$ cat config.mk
export PLATFORM = sky130hd
export DESIGN_NAME = incr_result_fifo
export DESIGN_NICKNAME = d
export VERILOG_FILES = /design/src/rtl/incr_result_fifo.sv
export SDC_FILE = /design/constraint.sdc
export NUM_CORES = 1
export LEC_CHECK = 0
export CORE_MARGIN = 3
export CORE_UTILIZATION = 49
export CTS_CLUSTER_DIAMETER = 100
export CTS_CLUSTER_SIZE = 8
export DETAILED_ROUTE_END_ITERATION = 8
export HOLD_SLACK_MARGIN = 0.05
export PLACE_DENSITY_LB_ADDON = 0.3
export SKIP_CTS_REPAIR_TIMING = 1
export SYNTH_ARGS = -nofsm -noshare
export SYNTH_HDL_FRONTEND = slang
export SYNTH_SLANG_ARGS = --single-unit
export TNS_END_PERCENT = 20
$ cat constraint.sdc
create_clock -name clk -period 2.5 [get_ports clk]
set_clock_uncertainty 0.1 [all_clocks]
set_input_delay 0.75 -clock clk [delete_from_list [all_inputs] [get_ports clk]]
set_output_delay 0.75 -clock clk [all_outputs]
set_load 0.005 [all_outputs]
$ cat src/rtl/incr_result_fifo.sv
// Capture FIFO for incrementer results with a valid/ready drain port,
// plus a saturating running sum, a wrapping sample count and a sticky clamp flag.
module incr_result_fifo #(
    parameter int WIDTH = 16,
    parameter int DEPTH = 4,
    parameter int ACC_W = 24,
    parameter int CNT_W = 8
) (
    input  logic                       clk,
    input  logic                       rst_n,
    input  logic [WIDTH-1:0]           in_data,
    input  logic                       in_valid,
    output logic                       in_ready,
    output logic [WIDTH-1:0]           out_data,
    output logic                       out_valid,
    input  logic                       out_ready,
    input  logic                       clr,
    output logic [ACC_W-1:0]           acc,
    output logic [CNT_W-1:0]           cnt,
    output logic                       sat,
    output logic [$clog2(DEPTH):0]     level
);

    localparam int PTR_W = $clog2(DEPTH);
    localparam int LVL_W = $clog2(DEPTH) + 1;

    // Handshake: a transfer happens on a rising edge where valid && ready;
    // the producer holds valid/data until accepted, and ready never looks at valid.
    logic [WIDTH-1:0] mem [DEPTH];
    logic [PTR_W-1:0] wr_ptr;
    logic [PTR_W-1:0] rd_ptr;
    logic             push;
    logic             pop;

    assign in_ready  = (level != LVL_W'(DEPTH));
    assign out_valid = (level != '0);
    assign push      = in_valid && in_ready;
    assign pop       = out_valid && out_ready;
    assign out_data  = mem[rd_ptr];

    // Storage carries no reset; entries are only visible through level.
    always_ff @(posedge clk) begin
        if (push) begin
            mem[wr_ptr] <= in_data;
        end
    end

    always_ff @(posedge clk or negedge rst_n) begin
        if (!rst_n) begin
            wr_ptr <= '0;
            rd_ptr <= '0;
            level  <= '0;
        end else begin
            if (push) begin
                wr_ptr <= wr_ptr + PTR_W'(1);
            end
            if (pop) begin
                rd_ptr <= rd_ptr + PTR_W'(1);
            end
            case ({push, pop})
                2'b10:   level <= level + LVL_W'(1);
                2'b01:   level <= level - LVL_W'(1);
                default: level <= level;
            endcase
        end
    end

    // Clear is applied before the add, so clr with a push restarts from that sample.
    logic [ACC_W:0]   acc_base;
    logic [ACC_W:0]   acc_sum;
    logic [ACC_W-1:0] acc_next;
    logic [CNT_W-1:0] cnt_next;
    logic             sat_next;

    always_comb begin
        acc_base = clr ? '0 : {1'b0, acc};
        acc_sum  = acc_base + (ACC_W+1)'(in_data);
        acc_next = acc_base[ACC_W-1:0];
        cnt_next = clr ? '0 : cnt;
        sat_next = clr ? 1'b0 : sat;
        if (push) begin
            cnt_next = cnt_next + CNT_W'(1);
            if (acc_sum[ACC_W]) begin
                acc_next = '1;
                sat_next = 1'b1;
            end else begin
                acc_next = acc_sum[ACC_W-1:0];
            end
        end
    end

    always_ff @(posedge clk or negedge rst_n) begin
        if (!rst_n) begin
            acc <= '0;
            cnt <= '0;
            sat <= 1'b0;
        end else begin
            acc <= acc_next;
            cnt <= cnt_next;
            sat <= sat_next;
        end
    end

endmodule

==> results.toml, run 1 <==
[timing]
whs_ns = 0.08242
fin_crit_ns = 2.684
setup_viol = 33
hold_viol = 0
rsz0062_at_grt = "yes"
timing.final.ws_setup_ns = -0.1835
maxSlewHeadroom_pct = 72.01
drv_slew = 0
post-route-period-util_pct = 107.3
worstMarginPinSlew_ns = 0.4155
max_freq_mhz = 372.6

[final_layout]
multi_input_area_sq_mm = 0.002520
nets = 633
drive_above_1_share_pct = 40.98
nFillCells = 650
mostFrequentLayoutCells = "96 x buf_4, 64 x edfxtp_1, 40 x clkdlybuf4s50_1, 39 x dfrtp_1, 30 x nand2_1"
syn_to_final_growth_pct = 47.79
antenna_cells = 0
ff_latch_area_sq_mm = 0.002924
final_common_cell = "buf_4"

[worst_setup_path]
r2r-start = "acc[14]"
worstPathArrival_ns = 2.84
ff2ff_setup_slack_ns = 0.03
crit_path_end_kind = "flip-flop"
crit_path_max_fanout = 8
r2r_end = "acc[16]"
crit_required_ns = 2.66
path_class = "in -> reg"
reg2regPathDepth = 10
start_kind = "primary input"

[yosys]
yosys.area_share.xor_xnor_pct = 4.236
seq_area_frac_synth_pct = 56.55
ys_async_sr_fraction_pct = 38.46
ys_types = 52
synth-edff-count = 64
yosysWarnings = 0
synth_fp_nets = 443
synthSimpleGateAreaFrac_pct = 12.06
muxShareOfSynthArea_pct = 8.376
avgSynthCellArea_sq_um = 12.99
yosys.area.top_type = "edfxtp_1"
synth_compound_area_share_pct = 10.17
synth_top_area_share_pct = 37.18
synthCells = 398
synth_top_family_by_area = "simple AND/OR/NAND/NOR gates"
ys_ff_latch = 104
syn-cell-area_sq_mm = 0.005169
yosys.area_share.adder_pct = 6.100
synth_area_leaders = "edfxtp_1 37%, dfrtp_1 19%, mux4_2 7.0%"
ys.flop_type = "edfxtp_1"

[placement]
gp_congestion = 0.9079
dp_slack_ns = -1.125
dp_hpwl_um = 8812
io_buffers = 74

[cts]
cts_made_buffers = 9
clock-sinks = 104
ctsLongestPathBuffers = 2
clock_latency_ns = 0.38
cts-root-buf = "clkbuf_8"
path_clk_slew_ns = 0.12
htreeDepth = 3
cts_tree = "done"

[die]
core-area_sq_mm = 0.01000
fp.dieH_um = 108.7
start_util_pct = 51.69
row_count = 36
die-area_sq_mm = 0.01182
ios = 75
die-width_um = 108.7

[detailed_routing]
drt-vias-per-instance = 5.461
antenna_left = 0
num_vias = 3965
drc = 0
wl_per_cell_um = 18.42
drt_iter0_drc = 224
wirelength_um = 13370
dr.pass1.iters = 4

[global_route]
first_global_vias = 4060
antenna_found_initial = 0
grt_start_max_net_pins = 35
grt_overflow = 0
grt_pass1_wl_um = 19810
grt_usage_pct = 21.76

[hold_path]
hp-class = "in -> async"

[power_and_ir_drop]
powerDensity_mw_per_mm2 = 946.2
p_total_mw = 7.228
p_leak_nw = 3.210
ir_worst_vdd_mv = 0.5866

[run]
maxCapViolations = 0

[status]
violations = "negative setup slack"
status = "finished, violations left"
-- power breakdown --
part	switching (mW)	internal (mW)
clock network	0.647	0.385
registers	0.219	2.26
logic	1.58	2.13
-- sequential cells by signal, indices dropped and copies added, names as in the netlist --
register  count
sat           1
rd_ptr        2
level         3
wr_ptr        2
acc          24
mem          64
cnt           8
-- metrics by stage --
step           utilization (%)  std cells  area (sq um)  setup TNS, ns
2_1_floorplan                -        398          5230         -8.357
3_3_place_gp             68.66        691          6865         -26.21
3_5_place_dp             68.66        691          6865         -28.06
4_1_cts                  70.56        707          7056         -22.43
5_1_grt                  76.39        726          7639         -5.646
6_report                 76.39        726          7639         -3.295
-- kinds of logic (layout without fill, tap and decap cells) --
logic type	count (synthesis)	in the layout
adder cells (fa/ha/maj)	24	24
multiplexers	23	23
XOR/XNOR	25	25
AND/OR/NAND/NOR	120	120
buffers and inverters	25	219
AO/OA/AOI/OAI	77	78
flip-flops	104	104
-- cells in the mapped netlist (2+ instances only) --
cell type and instances:
edfxtp_1 64, dfrtp_1 40, nand2_1 32, nor2b_1 23
ha_1 22, a21oi_1 20, nor2_1 19, o21ai_0 19
mux4_2 16, xnor2_1 13, xor2_1 12, inv_1 9
nand3_1 9, nand2b_1 8, clkbuf_1 6, nor3_1 6
o211ai_1 6, o21a_1 6, a2bb2oi_1 5, and3_1 5
mux2i_1 5, or3_1 5, a211oi_1 4, nand4_1 4
a21o_1 3, and2_1 3, buf_2 3, buf_4 3
a211oi_2 2, fa_1 2, mux2_2 2, o21ai_2 2
-- worst max-delay path by stage --
stage / start / endpoint / cells past startpoint / slack [ns]
6_report: clr / acc[20] / 14 / -0.18
5_1_grt: clr / acc[20] / 14 / -0.27
4_1_cts: clr / acc[8] / 11 / -0.76
3_5_place_dp: clr / sat / 11 / -1.12
3_3_place_gp: clr / acc[13] / 12 / -1.03
2_1_floorplan: clr / acc[14] / 11 / -0.52
-- worst max-delay path, stage by stage --
cell and delay, ns:
buf_8 0.11, buf_12 0.14, buf_4 0.14, nor2b_4 0.12
ha_2 0.30, o21ai_1 0.26, a21oi_2 0.09, nor3_2 0.19
buf_4 0.16, buf_4 0.11, a211oi_2 0.05, buf_4 0.16
mux2i_1 0.15, nand3_1 0.10
-- routing by layer --
layer  vias to the layer above  part of all wire [%]  global-route usage, %  wire [um]
met2                       108                    51                  36.76       6771
met4                         0                   2.5                  8.115        335
met1                      1974                    43                  28.77       5738
met3                        26                   3.9                  3.020        528
met5                         -                     0                      0          0
li1                       1857                     -                      -          -
-- layout make-up --
cell class | count | area share, %
inverter | 10 | 0.6552
tap | 133 | 2.179
timing repair buffer | 193 | 23.41
multi-input combinational | 270 | 32.99
clock buffer | 9 | 1.622
clock inverter | 7 | 0.8681
sequential | 104 | 38.28
(Power assumes the default switching activity.)
==> inputs of run 2 (changes only) <==
- CTS_CLUSTER_SIZE: 8 -> unset
==> results of run 2 <==
The final DEF is identical to that of run 1; final timing and power are the same.
